<file path="config.mk">
export PLATFORM = sky130hd
export DESIGN_NAME = serial_add_ctrl
export DESIGN_NICKNAME = d
export VERILOG_FILES = /design/src/rtl/serial_add_pkg.sv /design/src/rtl/full_adder.sv /design/src/rtl/serial_add_ctrl.sv
export SDC_FILE = /design/constraint.sdc
export NUM_CORES = 1
export LEC_CHECK = 0
export CAP_MARGIN = 0
export CELL_PAD_IN_SITES_DETAIL_PLACEMENT = 0
export CELL_PAD_IN_SITES_GLOBAL_PLACEMENT = 2
export CORE_ASPECT_RATIO = 1.25
export CORE_MARGIN = 2
export CORE_UTILIZATION = 30
export CTS_BUF_LIST = sky130_fd_sc_hd__clkbuf_8 sky130_fd_sc_hd__clkbuf_16
export DETAILED_ROUTE_END_ITERATION = 16
export GPL_ROUTABILITY_DRIVEN = 0
export HOLD_SLACK_MARGIN = 0.08
export PLACE_DENSITY = 0.8
export SYNTH_ARGS = -nofsm -noshare
export SYNTH_HDL_FRONTEND = slang
export SYNTH_HIERARCHICAL = 1
export SYNTH_SLANG_ARGS = --single-unit
</file>
<file path="constraint.sdc">
create_clock -name clk -period 1.9 [get_ports clk]
set_input_delay 0.38 -clock clk [delete_from_list [all_inputs] [get_ports clk]]
set_output_delay 0.38 -clock clk [all_outputs]
set_load 0.02 [all_outputs]
</file>
<file path="src/rtl/serial_add_pkg.sv">
// Shared types and defaults for the bit-serial adder controller.
package serial_add_pkg;

    localparam int unsigned WIDTH_DEF = 8;

    typedef enum logic [1:0] {
        IDLE  = 2'd0,
        SHIFT = 2'd1,
        DONE  = 2'd2
    } state_t;

endpackage

</file>
<file path="src/rtl/full_adder.sv">
// One-bit full-adder cell, time-shared by the serial controller.
module full_adder (
    input  logic a_in,
    input  logic b_in,
    input  logic c_in,
    output logic sum,
    output logic carry
);

    assign sum   = a_in ^ b_in ^ c_in;
    assign carry = (a_in & b_in) | (c_in & (a_in ^ b_in));

endmodule

</file>
<file path="src/rtl/serial_add_ctrl.sv">
// Bit-serial WIDTH-bit adder sequencer: one full-adder cell, LSB first, registered carry.
// Optional subtract mode (sub_in port) is enabled by defining SERIAL_ADD_SUB_EN.
module serial_add_ctrl
    import serial_add_pkg::*;
#(
    parameter int unsigned WIDTH = WIDTH_DEF
) (
    input  logic             clk,
    input  logic             rst,
    input  logic             start_in,
    input  logic [WIDTH-1:0] a_in,
    input  logic [WIDTH-1:0] b_in,
    input  logic             c_in,
`ifdef SERIAL_ADD_SUB_EN
    input  logic             sub_in,
`endif
    output logic             ready,
    output logic             busy,
    output logic             done,
    output logic [WIDTH-1:0] sum_out,
    output logic             carry_out
);

    localparam int unsigned CNT_W = $clog2(WIDTH);
    localparam int unsigned ACC_W = WIDTH - 1;

    state_t             state;
    state_t             state_nxt;
    logic [WIDTH-1:0]   a_sr;
    logic [WIDTH-1:0]   b_sr;
    logic [ACC_W-1:0]   acc_sr;
    logic               carry;
    logic [CNT_W-1:0]   cnt;
    logic               last;
    logic               cell_sum;
    logic               cell_carry;
    logic [WIDTH-1:0]   b_load;
    logic               c_load;

    full_adder u_cell (
        .a_in  (a_sr[0]),
        .b_in  (b_sr[0]),
        .c_in  (carry),
        .sum   (cell_sum),
        .carry (cell_carry)
    );

    assign last = (cnt == CNT_W'(WIDTH - 1));

    // Operand B / carry seen at capture; subtract loads ~B with a forced carry of 1.
    always_comb begin
        b_load = b_in;
        c_load = c_in;
`ifdef SERIAL_ADD_SUB_EN
        if (sub_in) begin
            b_load = ~b_in;
            c_load = 1'b1;
        end
`endif
    end

    always_ff @(posedge clk) begin
        if (rst) begin
            state <= IDLE;
        end else begin
            state <= state_nxt;
        end
    end

    always_comb begin
        state_nxt = state;
        case (state)
            IDLE:    if (start_in) state_nxt = SHIFT;
            SHIFT:   if (last)     state_nxt = DONE;
            DONE:    state_nxt = IDLE;
            default: state_nxt = IDLE;
        endcase
    end

    always_comb begin
        ready = 1'b0;
        busy  = 1'b0;
        done  = 1'b0;
        case (state)
            IDLE:    ready = 1'b1;
            SHIFT:   busy  = 1'b1;
            DONE:    done  = 1'b1;
            default: ready = 1'b0;
        endcase
    end

    // Datapath: capture on accepted start, then one bit pair per cycle through the cell.
    always_ff @(posedge clk) begin
        if (rst) begin
            a_sr      <= '0;
            b_sr      <= '0;
            acc_sr    <= '0;
            carry     <= 1'b0;
            cnt       <= '0;
            sum_out   <= '0;
            carry_out <= 1'b0;
        end else begin
            case (state)
                IDLE: begin
                    if (start_in) begin
                        a_sr  <= a_in;
                        b_sr  <= b_load;
                        carry <= c_load;
                        cnt   <= '0;
                    end
                end
                SHIFT: begin
                    acc_sr <= (acc_sr >> 1) | (ACC_W'(cell_sum) << (ACC_W - 1));
                    carry  <= cell_carry;
                    a_sr   <= a_sr >> 1;
                    b_sr   <= b_sr >> 1;
                    cnt    <= cnt + CNT_W'(1);
                    if (last) begin
                        sum_out   <= {cell_sum, acc_sr};
                        carry_out <= cell_carry;
                    end
                end
                default: ;
            endcase
        end
    end

endmodule

</file>
==> results.sh, run 1 <==
export IMPL_dp_hpwl_um=2138
export IMPL_ys_types=24
export IMPL_syn_num_nets=191
export IMPL_fmax_mhz=551.7
export IMPL_syn_area_per_cell_um2=9.079
export IMPL_numCtsBuffers=5
export IMPL_detail_route_wirelength_um=3156
export IMPL_drc=0
export IMPL_ant_nets=0
export IMPL_cts_tree="done"
export IMPL_syn_inst=168
export IMPL_worstPathMaxFanout=7
export IMPL_ys_ff_latch=38
export IMPL_skew_ns=0.004456
export IMPL_cp_required_ns=1.52
export IMPL_num_antenna_cells=0
export IMPL_area_delta_synth_final_pct=30.60
export IMPL_post_drt_wl_per_cell_um=12.05
export IMPL_initial_core_util=0.3068
export IMPL_grt_pass1_vias=1282
export IMPL_grtUsageTotal=0.1266
export IMPL_cts_hold_buf=0
export IMPL_insertion_delay_ns=0.28
export IMPL_met1_length_um=1461
export IMPL_end_kind="output port"
export IMPL_clock_root_buffer="clkbuf_8"
export IMPL_fin_cells=262
export IMPL_grt_pass1_wl_um=5513
export IMPL_clockBufferDepth=2
export IMPL_grt_max_degree=39
export IMPL_synth_seq_area_share=0.4988
export IMPL_h_tree_depth=2
export IMPL_ir_worst_vdd_v=0.0004017
export IMPL_yosys_warnings=6
export IMPL_worst_setup_path_start_kind="flop"
export IMPL_maxCapViolCount=0
export IMPL_port_buffer_count=31
export IMPL_drt_first_pass_iters=4
export IMPL_fin_area_um2=1992
export IMPL_row_count=29
export IMPL_met2WireLength_um=1516
export IMPL_dpl_cell_area_um2=1906
export IMPL_drt_initial_drc_count=52
export IMPL_crit_type="flop to output port"
export IMPL_fillers=493
export IMPL_multi_input_area_um2=628.1
export IMPL_netlist_area_um2=1525
export IMPL_layout_nets=224
export IMPL_via_count=1252
export IMPL_final_common_cell="dfxtp_1"
export IMPL_powerDensity_nw_per_um2=793.5
export IMPL_mostFrequentLayoutCells="36 x dfxtp_1, 30 x a21oi_1, 30 x clkdlybuf4s50_1, 23 x nand2_1, 16 x inv_1"
export IMPL_grt_overflow=0
export IMPL_slew_violations=0
export IMPL_setup_viol=0
export IMPL_p_total_mw=1.581
export IMPL_num_io_pins=32
export IMPL_worst_slew_pin_slew_ns=0.6647
export IMPL_holdWs_ns=0.4537
export IMPL_die_w_um=67.78
export IMPL_leakage_nw=0.7357
export IMPL_finalHoldViolations=0
export IMPL_period_share=0.9540
export IMPL_fp_dieH_um=83.72
export IMPL_outcome="finished clean"
export IMPL_met3RoutedLength_um=132
export IMPL_top_layer_used="met4"
export IMPL_path_clk_slew_ns=0.07
export IMPL_critPathArrivalTime_ns=1.43
export IMPL_drive_gt1_frac=0.1200
export IMPL_dieArea_um2=5674
export IMPL_final_util=0.4007
export IMPL_rsz0062_at_grt="false"
export IMPL_vias_per_cell=4.779
export IMPL_antenna_found_initial=0
export IMPL_worstHoldPathType="flop to flop"
export IMPL_slew_headroom=0.5564
export IMPL_core_um2=4971
export IMPL_placedCellCount=256
export IMPL_seq_area_um2=763.2
export IMPL_fin_crit_ns=1.813
export IMPL_cts_sinks=38
layout make-up:
cell class | count | area share
Multi-Input combinational cell | 101 | 0.3153
Timing Repair Buffer | 38 | 0.1878
Inverter | 17 | 0.03329
Sequential cell | 38 | 0.3832
Tap cell | 62 | 0.03894
Clock buffer | 6 | 0.04146
power breakdown:
part / internal, mW / leakage [nW] / switching, mW
Sequential: 0.835 / 0.312 / 0.0245
Combinational: 0.0984 / 0.381 / 0.0895
Clock: 0.280 / 0.0431 / 0.254
Total: 1.21 / 0.736 / 0.368
what timing repair did:
item	in CTS	in global routing
gates resized for setup	2	2
setup buffers	0	0
pin swaps	0	0
endpoints found under the setup margin	1	3
cells in the mapped netlist:
cell type  number  area share
nor3_1          1      0.0033
o21bai_1        1      0.0049
mux2i_1         3       0.020
nor2b_1         1      0.0041
nor2_2          1      0.0041
buf_6           2       0.015
fa_1            1       0.013
nand2b_1        1      0.0041
a32oi_1         2       0.011
nor2_1          9       0.022
buf_2           4       0.013
ha_1            2       0.016
nand3_1         8       0.026
o221a_1         9       0.066
o221a_2         6       0.044
inv_1          16       0.039
buf_4           2      0.0098
dfxtp_1        38        0.50
clkbuf_1        4      0.0098
a21oi_1        30       0.098
nand3b_1        1      0.0049
a22oi_1         2      0.0098
nand2_1        23       0.057
inv_4           1      0.0041
routing by layer:
metal,GRT usage,up-vias
met3,0.04453,4
met4,0.04909,0
met2,0.2077,25
li1,-,640
met5,0,-
met1,0.1475,583
critical path, stage by stage (launching register included):
cell             delay, ns
dfxtp_2               0.36
nor2_2                0.17
clkdlybuf4s50_1       0.63
cell families (layout without fill, tap and decap cells):
family	Yosys count	in the layout	share of synthesized area
AO/OA/AOI/OAI	50	50	0.2354
multiplexers	3	3	0.01969
buffers and inverters	29	61	0.09106
AND/OR/NAND/NOR	45	45	0.1255
flip-flops	38	38	0.4988
adder cells (fa/ha/maj)	3	3	0.02953
metrics by stage:
step | TNS, ns | setup slack (ns)
6_report | 0 | 0.08738
5_1_grt | 0 | 0.01423
4_1_cts | 0 | 0.01710
3_5_place_dp | -2.804 | -0.2118
3_3_place_gp | -2.031 | -0.1454
2_1_floorplan | 0 | 0.4639
final timing paths:
| kind | startpoint | to | slack (ns) | cells past startpoint |
|---|---|---|---|---|
| hold / removal | sum_out[0]$_SDFFE_PP0P_ | sum_out[0]$_SDFFE_PP0P_ | 0.45 | 2 |
| setup / recovery | state[1]$_SDFFE_PP0P_ | ready | 0.09 | 2 |
| hold reg to reg | sum_out[0]$_SDFFE_PP0P_ | sum_out[0]$_SDFFE_PP0P_ | 0.45 | 2 |
| setup reg to reg | state[0]$_SDFFE_PP0P_ | b_sr[2]$_SDFFE_PP0P_ | 0.55 | 3 |
flip-flops by register name, indices dropped and copies added, names as in the netlist:
| signal | flops |
|---|---|
| a_sr | 8 |
| acc_sr | 7 |
| b_sr | 8 |
| carry | 1 |
| carry_out | 1 |
| cnt | 3 |
| state | 2 |
| sum_out | 8 |
Note: power is estimated with default switching activity, not from simulation.
==> run 2, diff against run 1 <==
--- a/config.mk
+++ b/config.mk
@@ -9,7 +9,6 @@
 export CELL_PAD_IN_SITES_DETAIL_PLACEMENT = 0
 export CELL_PAD_IN_SITES_GLOBAL_PLACEMENT = 2
 export CORE_ASPECT_RATIO = 1.25
-export CORE_MARGIN = 2
 export CORE_UTILIZATION = 30
 export CTS_BUF_LIST = sky130_fd_sc_hd__clkbuf_8 sky130_fd_sc_hd__clkbuf_16
 export DETAILED_ROUTE_END_ITERATION = 16
==> results.sh, run 2 (synthesized netlist as in run 1, its figures left out) <==
export IMPL_outcome="finished clean"
export IMPL_fin_cells=262
export IMPL_end_kind="flop"
export IMPL_area_delta_synth_final_pct=31.34
export IMPL_grtUsageTotal=0.1362
export IMPL_fp_dieH_um=81.72
export IMPL_num_io_pins=32
export IMPL_grt_pass1_wl_um=5499
export IMPL_clock_root_buffer="clkbuf_8"
export IMPL_cts_tree="done"
export IMPL_via_count=1274
export IMPL_numCtsBuffers=5
export IMPL_p_sw_frac=0.2429
export IMPL_crit_type="input port to flop"
export IMPL_pwr_share_seq=0.531
export IMPL_die_w_um=65.78
export IMPL_worstHoldPathType="flop to flop"
export IMPL_dpl_cell_area_um2=1903
export IMPL_mostFrequentLayoutCells="37 x dfxtp_1, 30 x a21oi_1, 28 x clkdlybuf4s50_1, 23 x nand2_1, 16 x inv_1"
export IMPL_final_common_cell="dfxtp_1"
export IMPL_clockBufferDepth=2
export IMPL_drive_gt1_frac=0.1188
export IMPL_placedCellCount=254
export IMPL_ir_worst_vdd_v=0.0003600
export IMPL_num_antenna_cells=0
export IMPL_grt_overflow=0
export IMPL_cp_required_ns=2.13
export IMPL_p_total_mw=1.617
export IMPL_layout_setup_ws_ns=0.1000
export IMPL_core_um2=4800
export IMPL_powerDensity_nw_per_um2=807.2
export IMPL_internal_power_mw=1.224
export IMPL_vias_per_cell=4.863
export IMPL_holdWs_ns=0.4535
export IMPL_final_util=0.4174
export IMPL_grt_pass1_vias=1240
export IMPL_row_count=28
export IMPL_skew_ns=0.004483
export IMPL_initial_core_util=0.3178
export IMPL_setup_viol=0
export IMPL_leakage_nw=0.7635
export IMPL_critPathArrivalTime_ns=2.03
export IMPL_slew_violations=0
export IMPL_insertion_delay_ns=0.29
export IMPL_drc=0
export IMPL_ant_nets=0
export IMPL_slew_headroom=0.2852
export IMPL_post_drt_wl_per_cell_um=12.10
export IMPL_layout_nets=224
export IMPL_reg2reg_slack_ns=0.25
export IMPL_grt_max_degree=39
export IMPL_dieArea_um2=5375
export IMPL_p_clk_frac=0.353
export IMPL_drt_initial_drc_count=74
export IMPL_tns_ns=0
export IMPL_h_tree_depth=2
export IMPL_fin_area_um2=2003
export IMPL_fillers=459
export IMPL_rsz0062_at_grt="false"
export IMPL_finalHoldViolations=0
export IMPL_detail_route_wirelength_um=3170
export IMPL_pwr_share_comb=0.116
export IMPL_worstPathMaxFanout=15
export IMPL_dp_hpwl_um=2182
export IMPL_dp_slack_ns=-0.2049
export IMPL_reg_top3="a_sr (8), b_sr (8), sum_out (8)"
export IMPL_cts_hold_buf=0
export IMPL_fin_crit_ns=1.800
export IMPL_power_switching_mw=0.3928
export IMPL_fmax_mhz=555.6
export IMPL_port_buffer_count=31
export IMPL_cts_sinks=38
export IMPL_drt_first_pass_iters=4
export IMPL_worst_slew_pin_slew_ns=1.068
export IMPL_path_clk_slew_ns=0.08
export IMPL_maxCapViolCount=0
export IMPL_antenna_found_initial=0
export IMPL_period_share=0.9474
export IMPL_worst_setup_path_start_kind="input port"
-- run 2: area by class of cell --
type	count	area (um2)	area share
clock inverters	2	12.51	0.006246
repair buffers	38	379.1	0.1893
flip-flops and latches	38	762.0	0.3804
inverters	17	66.31	0.03310
well taps	60	75.07	0.03748
multi-input cells	101	625.6	0.3123
clock buffers	6	82.58	0.04122
-- run 2: power groups by stage --
| stage | clock network (mW) | registers, mW | logic [mW] |
|---|---|---|---|
| final | 0.570 | 0.859 | 0.188 |
| after global routing | 0.624 | 0.864 | 0.209 |
| after CTS | 0.589 | 0.859 | 0.190 |
| after detailed placement | 0 | 0.877 | 0.190 |
| after global placement | 0 | 0.876 | 0.185 |
| after floorplan | 0 | 0.869 | 0.123 |
-- run 2: what timing repair did --
action | 4_1_cts | 5_1_grt
buffers inserted | 0 | 0
endpoints found under the setup margin | 1 | 2
resized for setup | 2 | 2
-- run 2: worst paths after layout --
path                            depth (start not counted)               startpoint                      end
worst max-delay path                                    4                 start_in     b_sr[1]$_SDFFE_PP0P_
worst min-delay path                                    2  sum_out[1]$_SDFFE_PP0P_  sum_out[1]$_SDFFE_PP0P_
worst max register to register                          3    state[0]$_SDFFE_PP0P_     b_sr[1]$_SDFFE_PP0P_
worst min register to register                          2  sum_out[1]$_SDFFE_PP0P_  sum_out[1]$_SDFFE_PP0P_
-- run 2: critical path: stages --
cell and delay [ns]:
clkdlybuf4s50_1 0.47, nor2_1 0.04, nor2_1 0.80, o221a_2 0.33
-- run 2: metal layers --
| metal | GRT usage | up-vias | part of all wire |
|---|---|---|---|
| met5 | 0 | - | 0 |
| met4 | 0.05000 | 0 | 0.017 |
| met3 | 0.04861 | 5 | 0.045 |
| met2 | 0.2276 | 27 | 0.49 |
| met1 | 0.1586 | 598 | 0.45 |
| li1 | - | 644 | - |
